`src/rtl/alu_share_arbiter.sv`:
```
// Round-robin arbiter sharing one combinational ALU between the CPU execute stage (port 0)
// and the neuron-update engine (port 1); holds operands for a multicycle window per op.
module alu_share_arbiter #(
    parameter int unsigned BASE_CYCLES   = 1,
    parameter int unsigned MULDIV_CYCLES = 4
) (
    input  logic        CLK,
    input  logic        RESET_N,

    input  logic        REQ0_VALID,
    output logic        REQ0_READY,
    input  logic [31:0] REQ0_DATA1,
    input  logic [31:0] REQ0_DATA2,
    input  logic [5:0]  REQ0_SELECT,
    output logic        RSP0_VALID,
    input  logic        RSP0_READY,
    output logic [31:0] RSP0_RESULT,

    input  logic        REQ1_VALID,
    output logic        REQ1_READY,
    input  logic [31:0] REQ1_DATA1,
    input  logic [31:0] REQ1_DATA2,
    input  logic [5:0]  REQ1_SELECT,
    output logic        RSP1_VALID,
    input  logic        RSP1_READY,
    output logic [31:0] RSP1_RESULT,

    output logic [31:0] ALU_DATA1,
    output logic [31:0] ALU_DATA2,
    output logic [5:0]  ALU_SELECT,
    input  logic [31:0] ALU_RESULT,

    output logic        BUSY
);

    localparam int unsigned DATA_W     = 32;
    localparam int unsigned SEL_W      = 6;
    localparam int unsigned MAX_CYCLES = (BASE_CYCLES > MULDIV_CYCLES) ? BASE_CYCLES : MULDIV_CYCLES;
    localparam int unsigned CNT_W      = (MAX_CYCLES > 1) ? $clog2(MAX_CYCLES) : 1;

    localparam logic [CNT_W-1:0] BASE_LOAD   = CNT_W'(BASE_CYCLES - 1);
    localparam logic [CNT_W-1:0] MULDIV_LOAD = CNT_W'(MULDIV_CYCLES - 1);

    typedef enum logic [1:0] {
        IDLE = 2'd0,
        EXEC = 2'd1,
        RESP = 2'd2
    } state_t;

    typedef struct packed {
        logic [SEL_W-1:0]  sel;
        logic [DATA_W-1:0] d1;
        logic [DATA_W-1:0] d2;
    } op_t;

    state_t            state_q, state_d;
    logic              owner_q, owner_d;
    logic              last_grant_q, last_grant_d;
    logic [CNT_W-1:0]  cnt_q, cnt_d;
    op_t               op_q, op_d;
    logic [DATA_W-1:0] rsp0_res_q, rsp0_res_d;
    logic [DATA_W-1:0] rsp1_res_q, rsp1_res_d;

    logic              grant0;
    logic              grant1;
    logic              owner_rsp_ready;

    // mul/div/rem group (SELECT[5:3] == 3'b001) gets the long window
    function automatic logic [CNT_W-1:0] cycle_load(input logic [SEL_W-1:0] sel);
        return (sel[5:3] == 3'b001) ? MULDIV_LOAD : BASE_LOAD;
    endfunction

    // Tie goes to the port that was not served last
    always_comb begin
        grant0 = REQ0_VALID && (!REQ1_VALID || last_grant_q);
        grant1 = REQ1_VALID && (!REQ0_VALID || !last_grant_q);
    end

    assign REQ0_READY      = (state_q == IDLE) && grant0;
    assign REQ1_READY      = (state_q == IDLE) && grant1;
    assign owner_rsp_ready = owner_q ? RSP1_READY : RSP0_READY;

    always_ff @(posedge CLK or negedge RESET_N) begin
        if (!RESET_N) begin
            state_q      <= IDLE;
            owner_q      <= 1'b0;
            last_grant_q <= 1'b1;
            cnt_q        <= '0;
            op_q         <= '0;
            rsp0_res_q   <= '0;
            rsp1_res_q   <= '0;
        end else begin
            state_q      <= state_d;
            owner_q      <= owner_d;
            last_grant_q <= last_grant_d;
            cnt_q        <= cnt_d;
            op_q         <= op_d;
            rsp0_res_q   <= rsp0_res_d;
            rsp1_res_q   <= rsp1_res_d;
        end
    end

    always_comb begin
        state_d      = state_q;
        owner_d      = owner_q;
        last_grant_d = last_grant_q;
        cnt_d        = cnt_q;
        op_d         = op_q;
        rsp0_res_d   = rsp0_res_q;
        rsp1_res_d   = rsp1_res_q;

        case (state_q)
            IDLE: begin
                if (REQ0_READY) begin
                    op_d    = '{sel: REQ0_SELECT, d1: REQ0_DATA1, d2: REQ0_DATA2};
                    owner_d = 1'b0;
                    cnt_d   = cycle_load(REQ0_SELECT);
                    state_d = EXEC;
                end else if (REQ1_READY) begin
                    op_d    = '{sel: REQ1_SELECT, d1: REQ1_DATA1, d2: REQ1_DATA2};
                    owner_d = 1'b1;
                    cnt_d   = cycle_load(REQ1_SELECT);
                    state_d = EXEC;
                end
            end

            EXEC: begin
                if (cnt_q == '0) begin
                    if (owner_q) begin
                        rsp1_res_d = ALU_RESULT;
                    end else begin
                        rsp0_res_d = ALU_RESULT;
                    end
                    state_d = RESP;
                end else begin
                    cnt_d = cnt_q - CNT_W'(1);
                end
            end

            RESP: begin
                if (owner_rsp_ready) begin
                    last_grant_d = owner_q;
                    state_d      = IDLE;
                end
            end

            default: begin
                state_d = IDLE;
            end
        endcase
    end

    // ALU inputs come only from the operand register, so they stay put for the window
    assign ALU_DATA1  = op_q.d1;
    assign ALU_DATA2  = op_q.d2;
    assign ALU_SELECT = op_q.sel;

    assign RSP0_VALID  = (state_q == RESP) && !owner_q;
    assign RSP1_VALID  = (state_q == RESP) && owner_q;
    assign RSP0_RESULT = rsp0_res_q;
    assign RSP1_RESULT = rsp1_res_q;
    assign BUSY        = (state_q != IDLE);

endmodule
```
`config.mk`:
```
export PLATFORM = sky130hd
export DESIGN_NAME = alu_share_arbiter
export DESIGN_NICKNAME = d
export VERILOG_FILES = /design/src/rtl/alu_share_arbiter.sv
export SDC_FILE = /design/constraint.sdc
export NUM_CORES = 1
export LEC_CHECK = 0
export ABC_CLOCK_PERIOD_IN_PS = 2200
export CAP_MARGIN = 25
export CORE_MARGIN = 8
export CORE_UTILIZATION = 41
export CTS_CLUSTER_DIAMETER = 150
export DETAILED_ROUTE_END_ITERATION = 10
export HOLD_SLACK_MARGIN = 0.03
export PLACE_DENSITY_LB_ADDON = 0.25
export RECOVER_POWER = 50
export SLEW_MARGIN = 20
export SYNTH_ARGS = -nofsm -noshare
export SYNTH_HDL_FRONTEND = slang
export SYNTH_SLANG_ARGS = --single-unit
```
`constraint.sdc`:
```
create_clock -name CLK -period 2.2 [get_ports CLK]
set_clock_uncertainty 0.2 [all_clocks]
set_input_delay 0.44 -clock CLK [delete_from_list [all_inputs] [get_ports CLK]]
set_output_delay 0.44 -clock CLK [all_outputs]
set_load 0.01 [all_outputs]
```
# After elaboration in Yosys (flattened, before gate mapping)
# Index checks and enable logic that the tools add are counted.
# Widths: inputs -> output; s select.
dict set report word_totals {
  wordCells 58
  input_bits 178
  reg_bits 140
  output_inout_bits 139
}
dict set report op_classes {
  bitwise_logic 1
  n_mux 16
  n_reduce_logical 23
  n_eq_ne 8
  add_sub_neg 1
}
# cell count
set ops {}
lappend ops {{$mux 70} 2}
lappend ops {{$mux 2} 9}
lappend ops {{$reduce_and 3->1} 4}
lappend ops {{$eq 3x1->1 const B} 2}
lappend ops {{$logic_and 1x1->1} 6}
lappend ops {{$ne 2x2->1 const B} 3}
lappend ops {{$pmux 2 s3} 1}
lappend ops {{$reduce_bool 2->1} 3}
lappend ops {{$logic_not 1->1} 4}
lappend ops {{$logic_not 2->1} 2}
lappend ops {{$pmux 2 s2} 1}
lappend ops {{$reduce_and 2->1} 2}
lappend ops {{$mux 1} 3}
lappend ops {{$ne 3x3->1 const B} 1}
lappend ops {{$eq 2x1->1 const B} 1}
lappend ops {{$eq 2x2->1 const B} 1}
lappend ops {{$logic_or 1x1->1} 2}
lappend ops {{$sub 2x1->2 const B} 1}
lappend ops {{$not 1->1} 1}

# Logic depth before layout (Yosys ltp)
# Gate-level depths: netlist of the first run.
dict set report depth {
  depth_word 7
  depth_mapped 7
  depth_no_buf 5
}

# Worst setup path before layout of the first run
# OpenSTA, ideal clock, no wires.
dict set report synth_timing {
  path_kind {reg-to-reg}
  from {register cnt_q[0]}
  to {register rsp0_res_q[10] (netlist: RSP0_RESULT[10])}
  required_ns 1.875
  stages_incl_launch_ff 7
  setup_ns 0.125
  t_arrival_ns 1.449
  setup_slack_ns 0.426
  path_buffers 1
  period_less_slack_ns 1.774
  cell_sequence {dfrtp_1 -> inv_1 -> ha_1 -> nand3b_4 -> nor2_8 -> buf_8 -> mux2_4}
}
dict set report synth_between {
  elab_chain_len 2
}
# item line_no
set synth_rtl {}
lappend synth_rtl {{start, declared} 59} ;# logic [CNT_W-1:0] cnt_q, cnt_d;
lappend synth_rtl {{start signal, assigned} 96} ;# cnt_q <= cnt_d;
lappend synth_rtl {{$logic_not 2->1} 128} ;# if (cnt_q == '0) begin
lappend synth_rtl {{$reduce_and 3->1 (no source line)} -}
lappend synth_rtl {{end signal, assigned} 98} ;# rsp0_res_q <= rsp0_res_d;
lappend synth_rtl {{end, declared} 61} ;# logic [DATA_W-1:0] rsp0_res_q, rsp0_res_d;
# Every way passes these cells.
# A chain may end at the register's enable or synchronous reset.

# Worst setup path in the final report of the first run
dict set report layout_timing {
  from {input REQ1_VALID}
  to {output REQ1_READY}
}
dict set report layout_between {
  elab_chain_len 2
}
# item line_no
set layout_rtl {}
lappend layout_rtl {{start, declared} 19} ;# input logic REQ1_VALID,
lappend layout_rtl {{$logic_and 1x1->1} 76} ;# grant1 = REQ1_VALID && (!REQ0_VALID || !last_grant_q);
lappend layout_rtl {{$logic_and 1x1->1} 80} ;# assign REQ1_READY = (state_q == IDLE) && grant1;
lappend layout_rtl {{end, declared} 20} ;# output logic REQ1_READY,
# Every way passes these cells.

==> results of run 1 <==
## Yosys cell counts (all sizes together)
library cell,number,area [um^2]
dfrtp,139,3480
o21ai,73,380
nand2,71,267
mux2i,70,701
mux2,65,957
buf,25,303
nor2,7,45.1
clkbuf,6,23.8
inv,6,22.5
a21oi,4,20.0
a211o,2,17.5
nand4b,2,32.5
nor2b,2,12.5
nor4b,2,17.5
a211oi,1,7.51
and2,1,6.26
dfstp,1,26.3
ha,1,12.5
nand2b,1,6.26
nand3b,1,20.0
o211ai,1,7.51
o22a,1,8.76
o31ai,1,7.51
## power by group through the flow
stage	clock [mW]	combinational, mW	sequential [mW]
after floorplan	0	3.08	5.15
after global placement	0	7.21	4.61
after detailed placement	0	7.33	4.68
after CTS	3.00	7.38	4.67
after global routing	3.11	7.55	4.81
final	2.92	7.03	4.66
## kinds of logic after synthesis
group	count (synthesis)	share of synthesized area [%]
compound gates	83	7.04
fa+ha+maj	1	0.196
buf+inv	37	5.47
flops	140	54.9
mux	135	26.0
simple gates	87	6.37
## stage by stage
| step | setup TNS, ns | util (%) | worst slack (ns) | power, mW | cell area (um^2) |
|---|---|---|---|---|---|
| after floorplan | 0 | - | 0.426 | 8.23 | 6380 |
| after global placement | -4.27 | 64.4 | -0.315 | 11.8 | 9780 |
| after detailed placement | -7.54 | 64.4 | -0.366 | 12.0 | 9780 |
| after CTS | 0 | 68.5 | 0.00574 | 15.0 | 10400 |
| after global routing | 0 | 67.9 | 0.0103 | 15.5 | 10300 |
| final | 0 | 67.9 | 0.0586 | 14.6 | 10300 |
## layout make-up
type | instances | area (um^2)
repair buffers | 344 | 3450
clock inverters | 12 | 161
well taps | 188 | 235
fillers | 1130 | 4890
clock buffers | 20 | 447
multi-input cells | 306 | 2500
flip-flops and latches | 140 | 3500
inverters | 6 | 22.5
## state kept, by name, summed over array words and instances (netlist names)
register      flops
RSP1_RESULT      32
ALU_SELECT        6
ALU_DATA1        32
cnt_q             2
owner_q           1
RSP0_RESULT      32
state_q           2
last_grant_q      1
ALU_DATA2        32
## worst paths after layout
path                                    start               to  slack, ns
worst max-delay path               REQ1_VALID       REQ1_READY       0.06
worst min-delay path            ALU_SELECT[2]    ALU_SELECT[2]       0.28
worst max register to register       cnt_q[0]  RSP0_RESULT[31]       0.25
worst min register to register  ALU_SELECT[2]    ALU_SELECT[2]       0.28
max in group asynchronous             RESET_N     last_grant_q       0.23
min in group asynchronous             RESET_N  RSP0_RESULT[13]       0.62
## routing by layer
layer / GRT usage, % / wire (um) / vias up
li1: - / - / 2344
met1: 21.8 / 7560 / 2403
met2: 32.7 / 9540 / 222
met3: 8.81 / 1970 / 14
met4: 6.39 / 269 / 0
met5: 0 / 0 / -
## worst min-delay path, delay by kind of cell (launching register included)
family	cells	cell delay, ns
AOI/OAI and AO/OA	1	0.06
DFF	1	0.34
and+or+nand+nor	1	0.04
## repair_timing
item                                   CTS  global route
hold buffers                             1             0
setup endpoints to repair                5             3
resized for setup                       13             5
endpoints found under the hold margin  139             0
==> impl_results.md, run 1 <==
- R2R cell count: 6
- Worst path bufs/invs: 3
- Hold Fails Final Rpt: 0
- Max-Cap Viols: 0
- Commonest non-fill, non-tap cell in the layout: clkdlybuf4s50_1
- Pre-antenna DRT Iters: 4
- Crit-path max FO: 2
- Antenna cells: 0
- Vias per cell: 4.90
- Fin crit period: 2.14 ns
- DR vias: ~5000
- Cells after synthesis: 483
- Die area: 19800 um^2
- WP data arrival: 1.50 ns
- Final non-filler cell total: ~1000
- All-Layer GR Usage: roughly 20%
- Flop pwr share: 31.9%
- CP peak stage delay: a little under 0.5 ns
- Syn avg cell area: 13.2 um^2
- Setup CP Type: primary input to output port
- Clock tree buffer depth: 2
- Post-CTS Setup Bufs: 0
- Cell area after synthesis: 6380 um^2
- Initial antenna violation count: 0
- Hold slack: 0.277 ns
- Die Wd: approximately 140 um
- Die Y: 141 um
- Final WL: 19.3 mm
- P_sw: 4.73 mW
- Worst EP required: 1.56 ns
- TritonCTS Buffers: 17
- Final setup vio count: 0
- Worst path cell trace: clkdlybuf4s50_1 > inv_1 > a211oi_2 > clkdlybuf4s15_2
- PortBufs: 316
- Antenna viol nets, final: 0
- Placed cells: 983
- GP Congestion: 0.777
- Initial Util: 42.0%
- Setup crit start kind: primary input
- Num rows: 45
- DR iter-0 viols: 226
- Largest net degree at the start of global routing: 65
- Residual DRC: 0
- Cell variety after synth: 35
- Worst setup EP type: output port
- Post-DR wirelength/cell: around 19 um
- Fraction of layout cells with a size suffix above 1: 15.0%
- Max Fclk: 467 MHz
- Global-route wire length before repair: 30.5 mm
- I/O pins: 317
- TritonCTS clock tree: yes
- Vias in the first global route: ~5600
- Max Slew Vio Count: 0
- Crit path max-delay family: buffers and inverters
- RSZ-0062 raised after global routing: no
- Dpl hpwl: roughly 15 mm
- Core Footprint: 15200 um^2
- Fin crit share: 97.3%
- Peak supply drop: 0.616 mV
- Yosys warns: 0
- Total gr overflow: 0
- Sequential cell area fraction in the yosys report: between 50% and 60%
- Skew-Pair Late Insertion Delay: 0.40 ns
- Clock Pin Slew Worst Setup and Hold Paths: 0.06 ns
- Area delta synth->final: 61.7%
- #FFs+latches synth: 140
- WHS Path Cells: 2
- Rel. slew slack: about a fifth
- Syn_nets: 662
- H-tree depth: 4
- Status: completed
- Worst hold path type: flop to flop
- Slowest cell on crit path: clkdlybuf4s50_1
- Switching share of power: between 30% and 40%
- Critical path depth: 4
- Clock power share: roughly a fifth
- Actual slew at the worst max-slew pin: 1.21 ns
- Static Leak: approximately 4.8 nW
- Combinational share of power: 48.1%
- Clk Tree Root Cell: clkbuf_16
- Final nets: 994
- Clk sinks: 140
- Most frequent cells in the layout: clkdlybuf4s50_1, dfrtp_1, nand2_1
- Internal power: 9.88 mW
- Pwr Density: 1420 nW/um^2
Note: power is estimated with default switching activity, not from simulation.
==> inputs of run 2 (changes only) <==
--- a/config.mk
+++ b/config.mk
@@ -14,6 +14,7 @@
 export HOLD_SLACK_MARGIN = 0.03
 export PLACE_DENSITY_LB_ADDON = 0.25
 export RECOVER_POWER = 50
+export SETUP_SLACK_MARGIN = 0.1
 export SLEW_MARGIN = 20
 export SYNTH_ARGS = -nofsm -noshare
 export SYNTH_HDL_FRONTEND = slang
==> impl_results.md, run 2 (synthesis gave the netlist of run 1 again) <==
- Fraction of layout cells with a size suffix above 1: 17.0% (+2.0 points)
- Worst hold path type: primary input to async pin
- All-Layer GR Usage: 19.6% (+0.036 points)
- PortBufs: 316 (unchanged)
- I/O pins: 317 (unchanged)
- H-tree depth: 4 (unchanged)
- Setup crit start kind: flop
- Post-DR wirelength/cell: 19.1 um (+0.51%)
- Gr busiest metal: met2
- Post-DP Area: 9780 um^2 (unchanged)
- Rel. slew slack: 40.9% (+22 points)
- Max Slew Vio Count: 0 (unchanged)
- Die Y: 141 um (unchanged)
- Met2 GRT Util: 32.7% (about the same)
- Worst EP required: 2.32 ns (+0.76 ns)
- TritonCTS Buffers: 17 (unchanged)
- Hold slack: 0.239 ns (-0.0385 ns)
- Final WL: 19.5 mm (+0.71%)
- Core Footprint: 15200 um^2 (unchanged)
- Pwr Density: 1420 nW/um^2 (+0.60%)
- Largest net degree at the start of global routing: 65 (unchanged)
- Clk sinks: 140 (unchanged)
- M3 GR Usage: 8.81% (unchanged)
- WP data arrival: 2.16 ns (+0.66 ns)
- Antenna viol nets, final: 0 (unchanged)
- Flop pwr share: 31.6% (-0.3 points)
- PnR worst setup slack: 0.158 ns (+0.0992 ns)
- Clk Tree Root Cell: clkbuf_16
- Die area: 19800 um^2 (unchanged)
- Setup CP Type: flop to flop
- P_sw: 4.77 mW (+0.76%)
- Grt met1 use: 21.9% (+0.084 points)
- Combinational share of power: 48.7% (+0.6 points)
- Final Cell Area: 10400 um^2 (+0.51%)
- Pre-antenna DRT Iters: 6 (+2)
- Initial antenna violation count: 1 (+1)
- Post-place setup slack: -0.366 ns (unchanged)
- Hold Fails Final Rpt: 0 (unchanged)
- Switching share of power: 32.3% (-0.11 points)
- Final nets: 996 (+0.20%)
- Vias in the first global route: 5641 (+0.11%)
- Power Total: 14.8 mW (+1.1%)
- Actual slew at the worst max-slew pin: 0.886 ns (-0.325 ns)
- Max Fclk: 490 MHz (+4.9%)
- Static Leak: 4.85 nW (+1.4%)
- Internal power: 10.0 mW (+1.3%)
- Area delta synth->final: 62.5%
- DR iter-0 viols: 232 (+2.7%)
- Initial Util: 42.0% (unchanged)
- Max-Cap Viols: 0 (unchanged)
- GP Congestion: 0.777 (unchanged)
- Commonest non-fill, non-tap cell in the layout: clkdlybuf4s50_1
- Clock power share: 19.8% (-0.2 points)
- Dpl hpwl: 15.1 mm (unchanged)
- Clock Pin Slew Worst Setup and Hold Paths: 0.06 ns (about the same)
- Skew-Pair Late Insertion Delay: 0.40 ns (about the same)
- Status: completed
- Global-route wire length before repair: 30.5 mm (+0.18%)
- TritonCTS clock tree: yes
- Vias per cell: 4.91 (about the same)
- Antenna cells: 0 (unchanged)
- RSZ-0062 raised after global routing: no
- Total gr overflow: 0 (unchanged)
- Fin crit period: 2.04 ns (-0.0992 ns)
- Final Util: 68.2% (+0.35 points)
- Worst setup EP type: flop
- Clock tree buffer depth: 2 (unchanged)
- Die Wd: 141 um (unchanged)
- Residual DRC: 0 (unchanged)
- Num rows: 45 (unchanged)
- Most frequent cells in the layout: clkdlybuf4s50_1, dfrtp_1, nand2_1
- Crit-path max FO: 20 (+18)
- Fin crit share: 92.8% (-4.5 points)
- Peak supply drop: 0.624 mV (+1.3%)
- Final setup vio count: 0 (unchanged)
- DR vias: 4994 (+0.22%)
[run 2: cell types whose count changed in the layout (fill, tap and decap cells not counted), moves of 3 or more]
cell	change
o21ai_1	-14
mux2_1	-9
dlygate4sd3_1	-3
buf_4	+3
mux2_4	+9
clkbuf_4	+4
o21ai_0	+14
clkbuf_1	-3
[run 2: worst paths after layout]
path | start | end | slack [ns] | cells after the start
max | last_grant_q | ALU_DATA2[19] | 0.16 | 5
max in group asynchronous | RESET_N | ALU_DATA1[12] | 0.41 | 3
max reg2reg | last_grant_q | ALU_DATA2[19] | 0.16 | 5
min | RESET_N | RSP0_RESULT[13] | 0.24 | 2
min reg2reg | ALU_SELECT[2] | ALU_SELECT[2] | 0.28 | 2
min in group CLK | ALU_SELECT[2] | ALU_SELECT[2] | 0.28 | 2
[run 2: timing repair]
| action | 4_1_cts | 5_1_grt |
|---|---|---|
| setup endpoints to repair | 5 | 5 |
| hold buffers | 1 | 0 |
| resized for setup | 22 | 7 |
| endpoints found under the hold margin | 139 | 0 |
| pin swaps | 0 | 1 |
| setup buffers | 0 | 2 |
[run 2: layout make-up]
class,instances,area [um^2]
clock buffers,20,447
clock inverters,12,161
fillers,1125,4830
inverters,6,22.5
multi-input cells,306,2550
flip-flops and latches,140,3500
well taps,188,235
repair buffers,346,3450
[run 2: worst max-delay path, stage by stage, from the launching register on]
cell	delay [ns]
dfstp_1	0.67
o21ai_4	0.11
clkbuf_4	0.14
clkbuf_2	0.41
mux2i_1	0.22
o21ai_0	0.20
[run 2: stage by stage]
step / setup TNS [ns] / std cells
floorplan: 0 / 483
global placement: -4.27 / 983
detailed placement: -7.54 / 983
CTS: 0 / 1016
global route: 0 / 1018
finish: 0 / 1018
[run 2: power by group through the flow]
stage / Combinational [mW] / Sequential, mW / Clock (mW)
floorplan: 3.08 / 5.15 / 0
global placement: 7.21 / 4.61 / 0
detailed placement: 7.33 / 4.68 / 0
CTS: 7.37 / 4.67 / 3.00
global route: 7.72 / 4.82 / 3.11
finish: 7.19 / 4.67 / 2.92
[run 2: layer usage]
layer | share of wire (%) | vias up
li1 | - | 2349
met1 | 40 | 2405
met2 | 49 | 218
met3 | 9.7 | 20
met4 | 1.6 | 2
met5 | 0.041 | -
==> inputs of run 3 (changes only) <==
--- a/config.mk
+++ b/config.mk
@@ -9,6 +9,7 @@
 export CAP_MARGIN = 25
 export CORE_MARGIN = 8
 export CORE_UTILIZATION = 41
+export CTS_BUF_LIST = sky130_fd_sc_hd__clkbuf_16
 export CTS_CLUSTER_DIAMETER = 150
 export DETAILED_ROUTE_END_ITERATION = 10
 export HOLD_SLACK_MARGIN = 0.03
==> impl_results.md, run 3 (synthesis gave the netlist of run 1 again) <==
- Antenna cells: 0 (unchanged)
- WP data arrival: 2.14 ns (-0.02 ns)
- PortBufs: 316 (unchanged)
- Skew-Pair Late Insertion Delay: 0.41 ns (about the same)
- H-tree depth: 4 (unchanged)
- Largest net degree at the start of global routing: 65 (unchanged)
- Initial antenna violation count: 1 (unchanged)
- DR iter-0 viols: 182 (-22%)
- GP Congestion: 0.777 (unchanged)
- Rel. slew slack: 40.9% (about the same)
- R2R cell count: 5 (unchanged)
- Worst EP required: 2.29 ns (-0.03 ns)
- Reg2reg end: ALU_DATA2[12]
- Clock Pin Slew Worst Setup and Hold Paths: 0.06 ns (about the same)
- Dpl hpwl: 15.1 mm (unchanged)
- Antenna viol nets, final: 0 (unchanged)
- Post-place setup slack: -0.366 ns (unchanged)
- I/O pins: 317 (unchanged)
- TritonCTS clock tree: yes
- Final nets: 996 (unchanged)
- Final WL: 19.5 mm (about the same)
- Pwr Density: 1420 nW/um^2 (-0.19%)
- Fin crit share: 93.3% (+0.45 points)
- Placed cells: 983 (unchanged)
- Final non-filler cell total: 1018 (unchanged)
- PnR worst setup slack: 0.148 ns (-0.00989 ns)
- Actual slew at the worst max-slew pin: 0.886 ns (-0.000301 ns)
- Static Leak: 4.85 nW (about the same)
- Residual DRC: 0 (unchanged)
- DR vias: 5010 (+0.32%)
- Worst hold path type: primary input to async pin
- Final Cell Area: 10400 um^2 (about the same)
- Max Slew Vio Count: 0 (unchanged)
- Hold Fails Final Rpt: 0 (unchanged)
- Crit-path max FO: 20 (unchanged)
- Die Wd: 141 um (unchanged)
- Max-Cap Viols: 0 (unchanged)
- Fraction of layout cells with a size suffix above 1: 16.9% (-0.12 points)
- Setup crit start kind: flop
- Most frequent cells in the layout: clkdlybuf4s50_1, dfrtp_1, nand2_1
- Peak supply drop: 0.628 mV (+0.65%)
- Max Fclk: 487 MHz (-0.48%)
- Post-DR wirelength/cell: 19.1 um (about the same)
- Fin crit period: 2.05 ns (+0.00989 ns)
- Reg2reg setup slack: 0.15 ns (about the same)
- RSZ-0062 raised after global routing: no
- Post-DP Area: 9780 um^2 (unchanged)
- FF-to-FF Start: last_grant_q
- Die area: 19800 um^2 (unchanged)
- TritonCTS Buffers: 17 (unchanged)
- Clk Tree Root Cell: clkbuf_16
- Total gr overflow: 0 (unchanged)
- Die Y: 141 um (unchanged)
- Num rows: 45 (unchanged)
- Worst setup EP type: flop
- Clk sinks: 140 (unchanged)
- Vias per cell: 4.92 (+0.32%)
- Final setup vio count: 0 (unchanged)
- Clock tree buffer depth: 2 (unchanged)
- Pre-antenna DRT Iters: 7 (+1)
- Area delta synth->final: 62.4% (about the same)
- Core Footprint: 15200 um^2 (unchanged)
- Setup CP Type: flop to flop
- Global-route wire length before repair: 30.5 mm (-0.20%)
- Initial Util: 42.0% (unchanged)
- Setup tns final: 0 ns (unchanged)
- All-Layer GR Usage: 19.5% (-0.051 points)
- Commonest non-fill, non-tap cell in the layout: clkdlybuf4s50_1
- Status: completed
- Vias in the first global route: 5631 (-0.18%)
-- run 3: worst max path at each step --
| stage | startpoint | to | slack, ns | depth (start not counted) |
|---|---|---|---|---|
| after global placement | REQ1_VALID | REQ1_READY | -0.32 | 4 |
| after global routing | last_grant_q | ALU_DATA2[11] | 0.06 | 5 |
| final | last_grant_q | ALU_DATA2[12] | 0.15 | 5 |
| after detailed placement | REQ1_VALID | REQ1_READY | -0.37 | 4 |
| after CTS | state_q[1] | BUSY | 0.09 | 4 |
| after floorplan | cnt_q[0] | RSP0_RESULT[10] | 0.43 | 6 |
-- run 3: worst max-delay path: stages (launching register included) --
cell and delay [ns]:
dfstp_1 0.67, o21ai_4 0.11, clkbuf_4 0.14, clkbuf_2 0.41, mux2i_1 0.31, o21ai_1 0.08
-- run 3: timing repair --
| action | in CTS | in global routing |
|---|---|---|
| endpoints found under the setup margin | 5 | 5 |
| hold endpoints to repair | 139 | 0 |
| pin swaps | 0 | 1 |
| gates resized for setup | 22 | 7 |
| buffers inserted | 0 | 2 |
| hold buffers | 1 | 0 |
-- run 3: report_power, final --
part           internal, mW  leakage (nW)  switching (mW)
Clock                  1.78         0.302            1.10
Sequential             3.89          1.69           0.779
Combinational          4.29          2.86            2.90
Total                  9.96          4.85            4.77
-- run 3: metrics by stage --
| stage | power [mW] | utilization (%) | hold WS (ns) |
|---|---|---|---|
| after floorplan | 8.23 | - | -0.0556 |
| after global placement | 11.8 | 64.4 | 0.0933 |
| after detailed placement | 12.0 | 64.4 | 0.0966 |
| after CTS | 15.0 | 68.2 | 0.217 |
| after global routing | 15.6 | 68.1 | 0.246 |
| final | 14.7 | 68.1 | 0.235 |
-- run 3: final cells by class --
| cell class | count | area, um^2 |
|---|---|---|
| fillers | 1127 | 4840 |
| flip-flops and latches | 140 | 3500 |
| repair buffers | 346 | 3450 |
| multi-input cells | 306 | 2550 |
| clock buffers | 17 | 425 |
| well taps | 188 | 235 |
| clock inverters | 15 | 173 |
| inverters | 6 | 22.5 |
-- run 3: metal layers --
layer | track usage [%] | up-vias | share of wire (%)
met2 | 32.6 | 223 | 49
met3 | 8.81 | 23 | 9.9
met1 | 21.8 | 2416 | 40
met4 | 6.39 | 2 | 1.8
met5 | 0 | - | 0.041
li1 | - | 2346 | -
